[src/rtl/riscv_mem_pkg.sv]
// riscv_mem_pkg: shared state type and sizing helpers for the data-memory arbiter
package riscv_mem_pkg;
  typedef enum logic {IDLE, WAIT} state_t;
  localparam int OFF_W = 2;
  function automatic int idx_w(input int n);
    return (n > 1) ? $clog2(n) : 1;
  endfunction
  function automatic int off_w(input int dw);
    return (dw > 8) ? $clog2(dw / 8) : 0;
  endfunction
endpackage

[src/rtl/riscv_mem_arbiter_rr_arbiter.sv]
// rr_arbiter: combinational round-robin pick of the first requester at or after ptr
module rr_arbiter #(
  parameter int N  = 2,
  parameter int IW = 1
) (
  input  logic [N-1:0]  req,
  input  logic [IW-1:0] ptr,
  output logic [N-1:0]  gnt,
  output logic [IW-1:0] idx,
  output logic          any
);
  localparam logic [IW:0] NL = (IW + 1)'(N);
  logic [2*N-1:0] rot;
  logic [IW-1:0]  off;
  logic [IW:0]    sum;
  assign rot = {req, req} >> ptr;
  always_comb begin
    off = '0;
    any = 1'b0;
    for (int k = N - 1; k >= 0; k--) begin
      if (rot[k]) begin
        off = IW'(k);
        any = 1'b1;
      end
    end
    sum = {1'b0, ptr} + {1'b0, off};
    idx = (sum >= NL) ? IW'(sum - NL) : IW'(sum);
    gnt = any ? (N'(1) << idx) : '0;
  end
endmodule

[src/rtl/riscv_mem_arbiter.sv]
// riscv_mem_arbiter: round-robin N-port front end for the single-ported data memory
module riscv_mem_arbiter
  import riscv_mem_pkg::*;
#(
  parameter int NUM_PORTS   = 2,
  parameter int ADDR_W      = 32,
  parameter int DATA_W      = 32,
  parameter int MEM_LATENCY = 1
) (
  input  logic                          clk,
  input  logic                          reset,
  input  logic [NUM_PORTS-1:0]          req,
  input  logic [NUM_PORTS-1:0]          we,
  input  logic [NUM_PORTS*ADDR_W-1:0]   addr,
  input  logic [NUM_PORTS*DATA_W-1:0]   wdata,
  output logic [NUM_PORTS-1:0]          gnt,
  output logic [NUM_PORTS-1:0]          rvalid,
  output logic [DATA_W-1:0]             rdata,
  output logic [NUM_PORTS-1:0]          err,
  output logic                          mem_rd_en,
  output logic                          mem_wr_en,
  output logic [ADDR_W-1:0]             mem_addr,
  output logic [DATA_W-1:0]             mem_wdata,
  input  logic [DATA_W-1:0]             mem_rdata,
  output logic                          busy
);
  localparam int IW = idx_w(NUM_PORTS);
  localparam logic [ADDR_W-1:0] MASK = ADDR_W'(DATA_W / 8 - 1);
  localparam logic [IW:0] NL = (IW + 1)'(NUM_PORTS);
  state_t state, state_n;
  logic [2:0]            cnt;
  logic [IW-1:0]         ptr, owner, idx, ptr_n;
  logic [NUM_PORTS-1:0]  arb_req, arb_gnt;
  logic                  any, mis, done;
  logic [ADDR_W-1:0]     win_addr;
  rr_arbiter #(.N(NUM_PORTS), .IW(IW)) u_rr (
    .req(arb_req),
    .ptr(ptr),
    .gnt(arb_gnt),
    .idx(idx),
    .any(any)
  );
  always_comb begin
    arb_req   = (state == IDLE && !reset) ? req : '0;
    win_addr  = addr[idx*ADDR_W +: ADDR_W];
    mis       = |(win_addr & MASK);
    gnt       = arb_gnt;
    err       = mis ? arb_gnt : '0;
    mem_wr_en = any & we[idx] & ~mis;
    mem_rd_en = any & ~we[idx] & ~mis;
    mem_addr  = (mem_wr_en | mem_rd_en) ? win_addr : '0;
    mem_wdata = mem_wr_en ? wdata[idx*DATA_W +: DATA_W] : '0;
    busy      = state == WAIT;
    done      = busy && cnt == 3'd1;
    ptr_n     = ({1'b0, idx} + 1'b1 == NL) ? '0 : idx + 1'b1;
    state_n   = (state == IDLE) ? (mem_rd_en ? WAIT : IDLE) : (done ? IDLE : WAIT);
  end
  always_ff @(posedge clk) begin
    if (reset) begin
      state  <= IDLE;
      cnt    <= '0;
      ptr    <= '0;
      owner  <= '0;
      rdata  <= '0;
      rvalid <= '0;
    end else begin
      state  <= state_n;
      ptr    <= any ? ptr_n : ptr;
      owner  <= mem_rd_en ? idx : owner;
      cnt    <= mem_rd_en ? 3'(MEM_LATENCY) : (busy ? cnt - 3'd1 : cnt);
      rvalid <= done ? (NUM_PORTS'(1) << owner) : '0;
      rdata  <= done ? mem_rdata : rdata;
    end
  end
endmodule

[config.mk]
export PLATFORM = sky130hd
export DESIGN_NAME = riscv_mem_arbiter
export DESIGN_NICKNAME = d
export VERILOG_FILES = /design/src/rtl/riscv_mem_pkg.sv /design/src/rtl/riscv_mem_arbiter_rr_arbiter.sv /design/src/rtl/riscv_mem_arbiter.sv
export SDC_FILE = /design/constraint.sdc
export NUM_CORES = 1
export LEC_CHECK = 0
export CORE_AREA = 2 2 104 106
export DETAILED_ROUTE_END_ITERATION = 16
export DIE_AREA = 0 0 106 108
export GPL_TIMING_DRIVEN = 0
export PLACE_DENSITY = 0.8
export SKIP_CTS_REPAIR_TIMING = 1
export SLEW_MARGIN = 20
export SYNTH_ARGS = -nofsm -noshare
export SYNTH_HDL_FRONTEND = slang
export SYNTH_SLANG_ARGS = --single-unit
[constraint.sdc]
create_clock -name clk -period 2.23 [get_ports clk]
set_input_delay 0.446 -clock clk [delete_from_list [all_inputs] [get_ports clk]]
set_output_delay 0.446 -clock clk [all_outputs]
set_load 0.03 [all_outputs]
==> metrics.txt, run 1 <==
critical path class=reg2out; Final Non-Filler Cells=777; Syn Area/Cell=7.729 um2; Yosys reg bits=40; worst hold path endpoint=rvalid[0]; post-synth top area share=just under 30%; post-DR wirelength/cell=17.38 um; worst path required time=around 1.8 ns; Die Y=108 um; crit path capture type=output port; reg2reg end=cnt[1]; Top Ports=271; Hold Path Stages=1; # fillers=860; Final min period=2.429 ns; PortBufs=268; switching share of power=32.03%; num rows=37; Yosys warning total=0; Iter 0 DRT Violations=roughly 260; root buf cell=clkbuf_8; Worst VDD drop=0.0004755 V; mapped cell area=2698 um2; initial antenna violation count=0; Layout area overhead=143.7%; largest net degree at the start of global routing=14; DRT antenna net count=0; RR Startpoint=busy; DPL Wire Length=10.18 mm; MaxCap Viol Count=0; detailed-route via count=about 4k; vias in the first global route=3892; largest area contributor in the netlist=dfxtp_1; drt pass-1 iters=4; Seq pwr share=31.2%; layout cell share with drive strength beyond 1=39.47%; internal power=1619 uW; CTS Buf Count=5; Sequential Area=803.3 um2; Syn Inst Count=349; Worst-path clk slew=roughly 0.08 ns; Slew Viols, Final=0; path depth of the worst reg2reg path=9; clock sink total=40; critical path arrival=1.98 ns; TritonCTS clock tree=built; Reg2Reg Setup Slack=0.22 ns; power per cell area=362.4 nW/um2; Fin. Hold Viols=0; vias per inst=5.027; CP max FO=10; total global-route track usage=a little over a fifth; Final GP Congestion=about 0.8; worst hold slack=0.4647 ns; RSZ-0062 raised after global routing=true; first-pass GRT wire length=just under 20 mm; Placement Setup Slack=-1.384 ns; drt total wl=approximately 14 mm; Die Area=11450 um2; clock skew=0.007392 ns; final setup vio count=67; Multi-input gate area=2205 um2; Area contributors post-synth=dfxtp_1 30%, nand3_1 21%, a22o_1 10%, a21oi_1 10%, nand3_2 3.7%; Max Freq=between 400 and 500 MHz; clock insertion delay at the later pin of the skew report=0.29 ns; Min-Delay Path Class=reg2reg; drt drc=0; count of different cell masters after synthesis=33; status=finished, violations left; Cell Area, Placed=5898 um2; initial core utilization=26.37%; H-tree levels=2; die width=106 um; sequential area share after synthesis=29.68%; switching power=roughly 760 uW; core area=a little over 10000 um2; final period utilization=108.9%; failing checks=setup timing; Design Area, Final=6574 um2; Setup crit start kind=flip-flop; Lkg Pwr=approximately 0.0023 uW; post-route worst setup slack=-0.1991 ns; GRT Residual Overflow=0; clock share of power=approximately a quarter; # placed instances=around 750; hold_sp=owner; Max clock buf depth=2; Comb pwr share=between 40% and 50%; layout net count=808; setup TNS=-9.921 ns; ANT cells=0
[state kept, by name (all words and copies together) (netlist names)]
register and flops:
ptr 1, rvalid 2, cnt 3, busy 1
owner 1, rdata 32
[layer usage]
layer / vias to the layer above / GRT usage (%) / part of all wire (%)
met4: 0 / 4.041 / 1.3
met1: 1835 / 25.31 / 39
met3: 17 / 4.762 / 7.3
met5: - / 0 / 0
li1: 1871 / - / -
met2: 183 / 37.83 / 52
[area by class of cell]
cell class	instances	area share, %
clock buffers	5	1.047
repair buffers	285	43.59
flip-flops and latches	40	12.22
multi-input cells	262	33.54
clock inverters	3	0.6471
well taps	136	2.589
plain buffers	43	6.205
inverters	3	0.1713
[layout by cell type (no fill, tap or decap), drive strengths merged, types with 2 or more instances in the layout]
cell type / count
nor3: 5
nor4: 2
a21o: 2
and2: 2
nand3: 124
dfxtp: 40
conb: 2
buf: 95
nand4b: 2
a22o: 32
clkbuf: 38
inv: 3
nand2: 6
dlymetal6s2s: 3
nor2: 8
ha: 2
a21oi: 65
clkdlybuf4s50: 197
[kinds of logic after synthesis]
group / count (synthesis) / share of synthesized area, %
xor gates and xnor gates: 2 / 0.6495
DFF: 40 / 29.68
other: 1 / 0.1390
AOI/OAI and AO/OA: 104 / 27.55
and+or+nand+nor: 151 / 30.43
adders and majority gates: 2 / 0.9275
buffers and inverters: 48 / 10.11
muxes: 1 / 0.5101
[worst max-delay path: stages, from the launching register on]
cell and delay [ns]:
dfxtp_2 0.33, buf_6 0.12, o31ai_4 0.30, o2bb2ai_4 0.17, buf_2 0.25, nand3_1 0.14, a21oi_2 0.16, buf_2 0.21
[synthesized netlist by cell type, drive strengths merged]
library cell  instances
a2111oi               1
nand3               124
nand4b                2
o21bai                1
ha                    2
conb                  1
a21o                  2
xnor2                 1
nor2                  8
a2bb2oi               1
a22o                 32
nor3b                 1
dfxtp                40
o2bb2ai               1
a21oi                65
and2                  2
clkbuf               15
buf                  30
inv                   3
nand2                 6
xor2                  1
nor4                  2
nor3                  5
o31ai                 1
mux2i                 1
or2                   1
[power by group through the flow]
stage / Combinational, uW / Clock, uW / Sequential, uW
5_1_grt: 1120 / 617 / 747
4_1_cts: 892 / 591 / 743
2_1_floorplan: 409 / 0 / 774
3_5_place_dp: 885 / 0 / 759
6_report: 1050 / 583 / 744
3_3_place_gp: 872 / 0 / 759
[worst max-delay path by stage]
stage              from       endpoint  slack [ns]
4_1_cts        addr[32]  mem_wdata[23]       -1.40
2_1_floorplan      busy   mem_wdata[0]       0.002
3_3_place_gp   addr[32]  mem_wdata[23]       -1.39
3_5_place_dp   addr[32]  mem_wdata[23]       -1.38
6_report           busy   mem_addr[19]       -0.20
5_1_grt            busy   mem_wdata[6]       -0.28
[through the flow]
stage | power, uW | util, %
floorplan | 1182 | -
global placement | 1631 | 57.65
detailed placement | 1644 | 57.65
CTS | 2226 | 58.74
global route | 2480 | 64.25
finish | 2382 | 64.25
(Power assumes the default switching activity.)
==> inputs of run 2 (changes only) <==
- CTS_CLUSTER_DIAMETER: default -> 200
==> results of run 2 <==
Same layout as run 1: the final DEF is identical, and so are final timing and power.
==> RTL change 1, RTL diff (config.mk and constraints of run 2) <==
The parameter `NUM_PORTS` goes from 2 to 1.
--- a/src/rtl/riscv_mem_arbiter.sv
+++ b/src/rtl/riscv_mem_arbiter.sv
@@ -2,7 +2,7 @@
 module riscv_mem_arbiter
   import riscv_mem_pkg::*;
 #(
-  parameter int NUM_PORTS   = 2,
+  parameter int NUM_PORTS   = 1,
   parameter int ADDR_W      = 32,
   parameter int DATA_W      = 32,
   parameter int MEM_LATENCY = 1
Ports: changed (7 resized); port bits go from 271 to 202. No check against the original RTL was run, so the function may have changed too.
==> RTL change 1 against run 2 <==
The flow still finishes with violations (setup timing); worst setup slack improved by 0.090 ns; synthesized area shrank 36%; critical path depth is 1 lower; sequential cell count is 3 lower; routed wire length down 42%; global-route usage is 8.5 points lower; fmax grew 3.8%; total power is 33% lower; via count decreased by 45%; core utilization decreased by 22 points; final area fell by 34%; highest routed layer unchanged.
==> RTL change 1: results (changes against run 2) <==
GRT met3 Usage 2.11% (-2.7 points); R2R Setup Slk 0.50 ns (+0.28 ns); reg2reg path depth 5 (-4); Pint 1.22 mW (-25%); CTS Sinks 37 (-7.5%); met1 track demand over resource 14.8% (-10 points); routed wire length on met3 356 µm (-64%); #MultiIn Comb 114 (-56%); nets@finish 489 (-39%); Largest regs rdata: 32 flops, cnt: 3 flops; gr usage total 12.3% (-8.5 points); Routed WL 7870 µm (-42%); GP Congestion 0.761 (-6.2%); critical path arrival 1.89 ns (-0.09 ns); Mean Syn Cell Area 9.92 µm² (+28%); Metal-1 WL 3160 µm (-40%); 1st-iter DRT viols 77 (-70%); Hold EP cnt[2]$_SDFFE_PP0P_; register area 744 µm² (-7.3%); slowest cell on the critical path or3b_4; Leakage Power 1.87 nW (-18%); Clock Skew 0.00636 ns (-0.00103 ns); Non-clk invs 4 (+1); failing checks setup timing; Max-slew headroom 63.2%; Power Total 1.59 mW (-33%); buffer share of cell area 52.8% (+3.0 points); final setup fails 60 (-10%); M2 GR Usage 22.5% (-15 points); Max VDD drop 0.255 mV (-46%); DP Cell Count 509 (-32%); Synth Area in Compound Gates 18.2% (-9.3 points); layout cells sized above 1 38.7% (-0.81 points); status finished, violations left; Final WS setup -0.109 ns (+0.0898 ns); Post-synth top cells 37 x dfxtp_1, 32 x a22o_1, 30 x and2_1; worst min-delay path category in -> reg; Post-Synth Adder-Cell Area 1.46% (+0.53 points); largest net degree at the start of global routing 13 (-1); Critical R2R Launch cnt[0]$_SDFFE_PP0P_; area of the multi-input gates 995 µm² (-55%); top post-synthesis cells by area dfxtp_1 43%, a22o_1 16%, and3_2 12%; delay-heaviest family, CP simple AND/OR/NAND/NOR gates; reg2reg end rdata[18]$_SDFFE_PP0P_; Worst Setup EP mem_addr[3]; Synth Area in XOR/XNOR 1.02% (+0.37 points); Critical Path Max Stage Delay 0.41 ns (+0.08 ns); Hold Slack 0.425 ns (-0.0393 ns); post-layout instance area 0.00431 mm² (-34%); hold_sp reset; vias per inst 4.09 (-19%); fillers 966 (+12%); I/O Buffers 199 (-26%); vias in the first global route 2,184 (-44%); post-synthesis cell type count 26 (-21%); global-route wire length before repair 11,200 µm (-43%); Final Non-Filler Cells 524 (-33%)
==> RTL change 1: cell count changes in the layout (fill, tap and decap cells not counted), moves of 8 or more <==
cell / delta
buf_6: +21
clkbuf_2: -11
buf_4: -18
clkbuf_4: -9
clkdlybuf4s50_1: -67
and2_1: +8
nand3_1: -84
a21oi_2: -45
and2_4: +20
and3_2: +14
buf_8: -11
nand3_2: -38
and3_4: +17
a21oi_4: -18
==> RTL change 1: logic make-up after synthesis <==
family | after synthesis
flip-flops | 37
buffers and inverters | 23
AND/OR/NAND/NOR | 72
XOR/XNOR | 2
other | 1
AO/OA/AOI/OAI | 36
adder cells (fa/ha/maj) | 2
==> RTL change 1: power groups by stage <==
stage / Combinational (mW) / Sequential, mW / Clock (mW)
2_1_floorplan: 0.0886 / 0.683 / 0
3_3_place_gp: 0.313 / 0.680 / 0
3_5_place_dp: 0.319 / 0.681 / 0
4_1_cts: 0.321 / 0.665 / 0.593
5_1_grt: 0.369 / 0.665 / 0.620
6_report: 0.350 / 0.664 / 0.579
==> RTL change 2, RTL diff (settings of run 2) <==
Without the edit above. Make the reset (`reset`) asynchronous in one clocked block.
--- a/src/rtl/riscv_mem_arbiter.sv
+++ b/src/rtl/riscv_mem_arbiter.sv
@@ -55,7 +55,7 @@
     ptr_n     = ({1'b0, idx} + 1'b1 == NL) ? '0 : idx + 1'b1;
     state_n   = (state == IDLE) ? (mem_rd_en ? WAIT : IDLE) : (done ? IDLE : WAIT);
   end
-  always_ff @(posedge clk) begin
+  always_ff @(posedge clk or posedge reset) begin
     if (reset) begin
       state  <= IDLE;
       cnt    <= '0;
Check against the original RTL: differs if reset is asserted again (counterexample within 4 cycles, from zero or initial values and one cycle with reset high); with reset held inactive, the same outputs for 10 cycles.
==> RTL change 2 against run 2 <==
The flow still finishes with violations (setup timing); die area is the same; core utilization grew 7.8 points; fmax shrank 4.2%; synthesized area grew 17%; cell count shrank 0.77%; sequential cell count is the same; critical path depth grew 2; worst setup slack lost 0.11 ns; synthesized cell count shrank 2.0%; final area grew 12%; via count shrank 0.20%; routed wire length grew 11%; largest cell class unchanged.
Power is not compared: it rests on default switching activity, and its combinational part moved more than twofold at a synthesized area within 25%.
==> RTL change 2: results (changes against run 2) <==
status finished, violations left; failing checks setup timing; Max VDD drop 0.965 mV; HPWL after detailed placement 10,700 µm (+5.2%); via count 3,898 (-0.20%); DP Area 0.00651 mm² (+10%); post-synthesis sequential area ratio 31.7% (+2.0 points); Synth Area in Compound Gates 15.9% (-12 points); routed wire length on met3 1140 µm (+16%); GP Congestion 0.854 (+5.2%); Critical Path Max Stage Delay 0.49 ns (+0.16 ns); top post-synthesis cells by area dfrtp_1 32%, nand3_1 14%, nand3_2 12%; pre-CTS WS -1.42 ns (-0.0322 ns); global-route wire length before repair 20,000 µm (+1.5%); Async SR Flop Fraction 100% (+100 points); Post-Synth Adder-Cell Area 0.791% (-0.14 points); Final WS setup -0.305 ns (-0.106 ns); ANT cells 0 (unchanged); slowest cell on the critical path dfrtp_1; highest metal used met4; nets@finish 802 (-0.74%); Mean Syn Cell Area 9.24 µm² (+20%); Metal-1 WL 5620 µm (+6.9%); clock tree buffer depth 2 (unchanged); worst min-delay path category in -> async; Setup TNS Final -15.14 ns (-5.22 ns); Post-synth top cells 87 x nand3_1, 40 x dfrtp_1, 38 x a21oi_1; Routed WL 15,000 µm (+11%); Synth Area in XOR/XNOR 0.554% (-0.095 points); final setup fails 68 (+1.5%); met2 WL 7880 µm (+11%); GRT met3 Usage 6.63% (+1.9 points); Largest regs rdata: 32 flops, cnt: 3 flops, rvalid: 2 flops; largest net degree at the start of global routing 34 (+20); layout cells sized above 1 51.2% (+12 points); met1 track demand over resource 24.0% (-1.3 points); ys flop type dfrtp_1; Max FO, Critical Path 5 (-5); routed len/inst 19.4 µm (+12%); DP Cell Count 748 (-0.80%); delay-heaviest family, CP buffers and inverters; M2 GR Usage 41.1% (+3.2 points); gr usage total 21.9% (+1.0 points); post-synthesis mux area share 11.7% (+11 points); Clock Skew 0.00503 ns (-0.00236 ns); reg2reg path depth 4 (-5)
RTL change 2: area by class of cell:
class,instances,area [µm²]
inverters,4,15.0
well taps,136,170
plain buffers,38,425
repair buffers,287,2980
clock inverters,2,35.0
clock buffers,6,72.6
fillers,738,2860
flip-flops and latches,40,1000
multi-input cells,258,2670
RTL change 2: worst paths after layout:
check                                         to               from  slack [ns]
setup / recovery                   mem_wdata[10]    ptr$_DFFE_PP0N_       -0.30
hold / removal                    busy$_DFF_PP0_              reset        0.22
setup reg to reg           rdata[20]$_DFFE_PP0P_     busy$_DFF_PP0_        0.52
hold reg to reg              rvalid[0]$_DFF_PP0_  owner$_DFFE_PP0P_        0.46
max in group asynchronous  rdata[11]$_DFFE_PP0P_              reset        1.57
min in group clk             rvalid[0]$_DFF_PP0_  owner$_DFFE_PP0P_        0.46
RTL change 2: where the power goes:
part           switching (mW)  internal, mW  total, mW
logic                    2.50          2.28       4.79
registers               0.215          1.08       1.30
clock network           0.246         0.332      0.578
total                    2.97          3.70       6.66
